### src/rtl/rr_output_arbiter_pkg.sv
// Shared definitions for the star-router output arbiter: FSM encoding and
// default sizing for one output port.
package rr_output_arbiter_pkg;

    localparam int unsigned N_DEF       = 10;
    localparam int unsigned ID_W_DEF    = 4;
    localparam int unsigned CREDITS_DEF = 4;
    localparam int unsigned CNT_W_DEF   = 3;

    typedef enum logic {
        IDLE = 1'b0,
        LOCK = 1'b1
    } arb_state_t;

endpackage : rr_output_arbiter_pkg

### src/rtl/rr_pick.sv
// Rotating-priority picker: first set request at or after ptr, wrapping.
module rr_pick
    import rr_output_arbiter_pkg::*;
#(
    parameter int unsigned N    = N_DEF,
    parameter int unsigned ID_W = ID_W_DEF
) (
    input  logic [N-1:0]    req,
    input  logic [ID_W-1:0] ptr,
    output logic [N-1:0]    sel,
    output logic [ID_W-1:0] sel_id,
    output logic            any
);

    int unsigned     idx;
    logic [ID_W-1:0] idx_b;

    // Scan ptr, ptr+1, ... N-1, 0, ... ptr-1 and keep the first hit
    always_comb begin
        sel    = '0;
        sel_id = '0;
        any    = 1'b0;
        idx    = 0;
        idx_b  = '0;
        for (int unsigned i = 0; i < N; i++) begin
            idx   = (32'(ptr) + i) % N;
            idx_b = ID_W'(idx);
            if (!any && req[idx_b]) begin
                any        = 1'b1;
                sel[idx_b] = 1'b1;
                sel_id     = idx_b;
            end
        end
    end

endmodule : rr_pick

### src/rtl/rr_output_arbiter.sv
// Per-output round-robin packet arbiter with wormhole locking and a
// downstream credit counter.
module rr_output_arbiter
    import rr_output_arbiter_pkg::*;
#(
    parameter int unsigned N       = N_DEF,
    parameter int unsigned ID_W    = ID_W_DEF,
    parameter int unsigned CREDITS = CREDITS_DEF,
    parameter int unsigned CNT_W   = CNT_W_DEF
) (
    input  logic             clk,
    input  logic             rst,
    input  logic [N-1:0]     req,
    input  logic [N-1:0]     flit_valid,
    input  logic [N-1:0]     flit_tail,
    input  logic             credit_in,
    output logic [N-1:0]     gnt,
    output logic [ID_W-1:0]  gnt_id,
    output logic             locked,
    output logic             fwd,
    output logic [CNT_W-1:0] credit_cnt,
    output logic             credit_err
);

    arb_state_t      state;
    logic [ID_W-1:0] ptr;
    logic [N-1:0]    pick_sel;
    logic [ID_W-1:0] pick_id;
    logic            pick_any;
    logic            tail_fwd;

    rr_pick #(
        .N    (N),
        .ID_W (ID_W)
    ) u_pick (
        .req    (req),
        .ptr    (ptr),
        .sel    (pick_sel),
        .sel_id (pick_id),
        .any    (pick_any)
    );

    // A flit moves only while locked, with credit, and never in a reset cycle
    always_comb begin
        fwd      = !rst && locked && flit_valid[gnt_id] && (credit_cnt != '0);
        tail_fwd = fwd && flit_tail[gnt_id];
    end

    // Arbitration FSM, grant/pointer registers and credit counter
    always_ff @(posedge clk) begin
        if (rst) begin
            state      <= IDLE;
            gnt        <= '0;
            gnt_id     <= '0;
            locked     <= 1'b0;
            ptr        <= '0;
            credit_cnt <= CNT_W'(CREDITS);
            credit_err <= 1'b0;
        end else begin
            // Credit accounting; a simultaneous fwd and return cancel out
            case ({fwd, credit_in})
                2'b10: credit_cnt <= credit_cnt - CNT_W'(1);
                2'b01: begin
                    if (credit_cnt == CNT_W'(CREDITS)) begin
                        credit_err <= 1'b1;
                    end else begin
                        credit_cnt <= credit_cnt + CNT_W'(1);
                    end
                end
                default: credit_cnt <= credit_cnt;
            endcase

            case (state)
                IDLE: begin
                    if (pick_any) begin
                        gnt    <= pick_sel;
                        gnt_id <= pick_id;
                        locked <= 1'b1;
                        state  <= LOCK;
                    end
                end
                LOCK: begin
                    if (tail_fwd) begin
                        gnt    <= '0;
                        gnt_id <= '0;
                        locked <= 1'b0;
                        ptr    <= (gnt_id == ID_W'(N - 1)) ? '0 : gnt_id + ID_W'(1);
                        state  <= IDLE;
                    end
                end
                default: state <= IDLE;
            endcase
        end
    end

endmodule : rr_output_arbiter

### config.mk
export PLATFORM = sky130hd
export DESIGN_NAME = rr_output_arbiter
export DESIGN_NICKNAME = d
export VERILOG_FILES = /design/src/rtl/rr_output_arbiter_pkg.sv /design/src/rtl/rr_pick.sv /design/src/rtl/rr_output_arbiter.sv
export SDC_FILE = /design/constraint.sdc
export NUM_CORES = 1
export LEC_CHECK = 0
export ABC_AREA = 1
export CAP_MARGIN = 20
export CORE_ASPECT_RATIO = 0.75
export CORE_MARGIN = 2
export CORE_UTILIZATION = 60
export CTS_CLUSTER_DIAMETER = 200
export CTS_CLUSTER_SIZE = 24
export DETAILED_ROUTE_END_ITERATION = 16
export HOLD_SLACK_MARGIN = 0.06
export PLACE_DENSITY = 0.82
export SLEW_MARGIN = 30
export SYNTH_ARGS = -nofsm -noshare
export SYNTH_HDL_FRONTEND = slang
export SYNTH_HIERARCHICAL = 1
export SYNTH_SLANG_ARGS = --single-unit
### constraint.sdc
create_clock -name clk -period 5.63 [get_ports clk]
set_clock_uncertainty 0.05 [all_clocks]
set_input_delay 0.563 -clock clk [delete_from_list [all_inputs] [get_ports clk]]
set_output_delay 0.563 -clock clk [all_outputs]
set_load 0.02 [all_outputs]
==> summary.txt <==
Status
  – Outcome: complete, no violations

Logic synthesis
  – Area contributors post-synth: nand2_1 (20%), nand3_1 (12%), nor2_1 (8.6%)
  – Number of flops mapped to enable cells by yosys: 0
  – Count leader, synth: nand2_1
  – Top_reg_cell synth: dfxtp_1
  – Synth Instances: around 1000
  – Synthesized area per cell: 5.45 sq um
  – Synth cell count leaders: nand2_1 (307), nand3_1 (134), nor2_1 (131)
  – Yosys reg bits: 24
  – Cell Area, Synth: 5720 sq um
  – Post-synth top area cell: nand2_1
  – Seq/Total Area, Yosys: under 10%
  – Netlist cell types: between 40 and 50
  – Top cell type's share of synthesized area: just over 20%
  – Syn Nets: between 1000 and 1500
  – Fraction of synthesis flops using an asynchronous set or reset pin: 0%
  – Ys Warns: 6

Cells and area
  – Fraction of layout cells with a size suffix above 1: between 10 and 15%
  – Fill cell count: 912
  – Post-Layout Cell Count: roughly 1200
  – Ant. Diodes: 0
  – Layout area overhead: 11.8%
  – Nets: 1155

Route
  – Post-DRT Antenna Nets: 0
  – Initial DRC Count: ~990
  – Routed length per instance: 14.2 microns
  – DRT Pass-1 Iters: 8
  – Via-per-instance ratio: 5.65
  – Remaining DRCs: 0
  – Vias: ~6900
  – Routed wire length: 17200 microns

Worst setup path
  – Slowest-stage cell, CP: dfxtp_1
  – Delay of the slowest critical-path stage: 0.64 ns
  – R2R Setup Slk: between 0.6 and 0.7 ns
  – Crit-path most repeated cell: nand2_1
  – Worst Path Required: 5.76 ns
  – Worst setup EP type: flip-flop
  – R2R cell count: 26
  – Crit path kind: reg -> reg
  – Worst R2R Start: ptr[2]$_SDFFE_PP0P_
  – Max FO, Critical Path: 16
  – Crit path from: ptr[2]$_SDFFE_PP0P_
  – Startpoint Class: flip-flop
  – R2R Path End: gnt[4]$_SDFFE_PP0P_
  – Critical path arrival: 5.08 ns

Global route
  – Total grt overflow: 0
  – Total Routing Usage GR: between 30% and 40%
  – Pin count of the biggest net entering global routing: 46
  – Initial antenna violation count: 0
  – First-pass GRT wire length: ~28000 microns
  – Number of global-route vias before repair: 5865

Die
  – Die height: around 89 microns
  – Die width: between 100 and 150 microns
  – DIE AREA: 10300 sq um
  – Initial core utilization: a little over three fifths
  – # IOs: 53
  – Core area: approximately 9200 sq um
  – Rows: 30

STA
  – WHS: ~0.40 ns
  – Worst-margin pin slew: about 0.9 ns
  – F_max: roughly 0.2 GHz
  – Setup Total Neg Slack: 0 ns
  – Max_slew headroom: between 40% and 50%
  – RSZ-0062 raised after global routing: no
  – Final Hold Fails: 0
  – Final Setup Violations: 0
  – Period utilization: 88.0%
  – Max-slew violation count: 0
  – Min Tclk post-route: between 4 and 5 ns

Min path
  – Worst hold path type: reg -> reg
  – Hold path start: credit_err$_SDFFE_PP0P_
  – Worst Hold Path EP: credit_err$_SDFFE_PP0P_
  – Worst hold stages: 2

Place
  – DPL Wire Length: approximately 14000 microns
  – Inst Count DP: roughly 1200
  – Input/output buffers: 52
  – GP Congestion: around 1.0

Clock tree
  – Hold_buf cts: 0
  – H-tree Lvls: 1
  – CTS clk-pin slew, worst paths: around 0.06 ns
  – Post-CTS Setup Repair Bufs: 0
  – TritonCTS Buffers: 3
  – Clk root buf: clkbuf_16
  – CTS tree: done
  – Clk_lat worst skew: 0.27 ns
  – CTS sink cnt: 24
  – Clock buffer depth: 2

Power and ir drop
  – Maximum VDD drop: between 0.0001 and 0.00015 V
  – Lkg Pwr: around 0.0033 uW
  – P per Cell Area: ~110 nW/um^2

Flow run
  – Max-Cap Viols: 0
-- layer usage --
| metal | track usage, % | routed length [microns] | up-vias |
|---|---|---|---|
| li1 | - | - | 3472 |
| met1 | 53.5 | 8200 | 2998 |
| met2 | 47.9 | 6830 | 357 |
| met3 | 7.26 | 1920 | 30 |
| met4 | 5.35 | 267 | 0 |
| met5 | 0 | 0 | - |
-- final cells by class --
type | count | area [sq um] | area share, %
Tap cell | 128 | 160 | 2.50
Timing Repair Buffer | 57 | 558 | 8.73
Clock inverter | 1 | 30.0 | 0.470
Multi-Input combinational cell | 855 | 4520 | 70.7
Clock buffer | 3 | 75.1 | 1.17
Sequential cell | 24 | 482 | 7.53
Inverter | 146 | 566 | 8.85
-- cells in the final DEF (no fill, tap or decap), types with 11 or more instances in the layout --
cell             count
nand3_2             15
inv_1              124
nand2_1            307
ha_1                34
nand3_1            134
clkdlybuf4s50_1     52
o21ai_0             36
nand2_2             25
dfxtp_1             23
a21oi_2             14
nor3_1              14
nor2_1             130
nand3b_1            11
nand4_1             34
a21oi_1             28
inv_2               17
-- critical path, delay by kind of cell, from the launching register on --
family / cells / cell delay [ns]
AOI/OAI and AO/OA: 2 / 0.28
buffers and inverters: 3 / 0.66
and+or+nand+nor: 18 / 2.24
adders and majority gates: 3 / 0.99
DFF: 1 / 0.64
-- kinds of logic (layout without fill, tap and decap cells) --
logic type               count (synthesis)  after routing  share of synthesized area (%)
AO/OA/AOI/OAI                          104            104                           11.1
XOR/XNOR                                13             13                           2.25
adder cells (fa/ha/maj)                 35             35                           7.79
buffers and inverters                  170            207                           12.6
flip-flops                              24             24                           8.40
AND/OR/NAND/NOR                        703            703                           57.9
-- stage by stage --
step	util (%)	setup slack, ns	area (sq um)	total power (uW)
global placement	68.6	0.656	6290	509
finish	69.8	0.674	6390	725
detailed placement	68.6	0.577	6290	511
CTS	69.8	0.511	6390	720
global route	69.8	0.233	6390	773
floorplan	-	1.21	5720	416
-- report_power, final --
group / switching [uW] / internal (uW) / leakage [uW]
clock: 65.8 / 142 / 0.0000511
combinational: 211 / 112 / 0.00301
sequential: 13.8 / 180 / 0.000196
-- sequential cells by signal (all words and copies together) (netlist names) --
name and count:
credit_err 1, locked 1, credit_cnt 3, ptr 4, gnt 10, gnt_id 4
state 1
-- what timing repair did --
item                                    in CTS  in global routing
endpoints found under the hold margin        0                  0
endpoints found under the setup margin       0                 14
gates resized for setup                      0                  1
-- how the worst max path moves through the flow --
stage | to | slack, ns | depth (start not counted)
after global placement | gnt[3]$_SDFFE_PP0P_ | 0.66 | 25
final | gnt[4]$_SDFFE_PP0P_ | 0.67 | 26
after floorplan | gnt_id[0]$_SDFFE_PP0P_ | 1.21 | 27
after detailed placement | gnt[4]$_SDFFE_PP0P_ | 0.58 | 25
after global routing | gnt_id[0]$_SDFFE_PP0P_ | 0.23 | 26
after CTS | gnt[4]$_SDFFE_PP0P_ | 0.51 | 25
No activity file was read; power rests on OpenSTA's default activity.
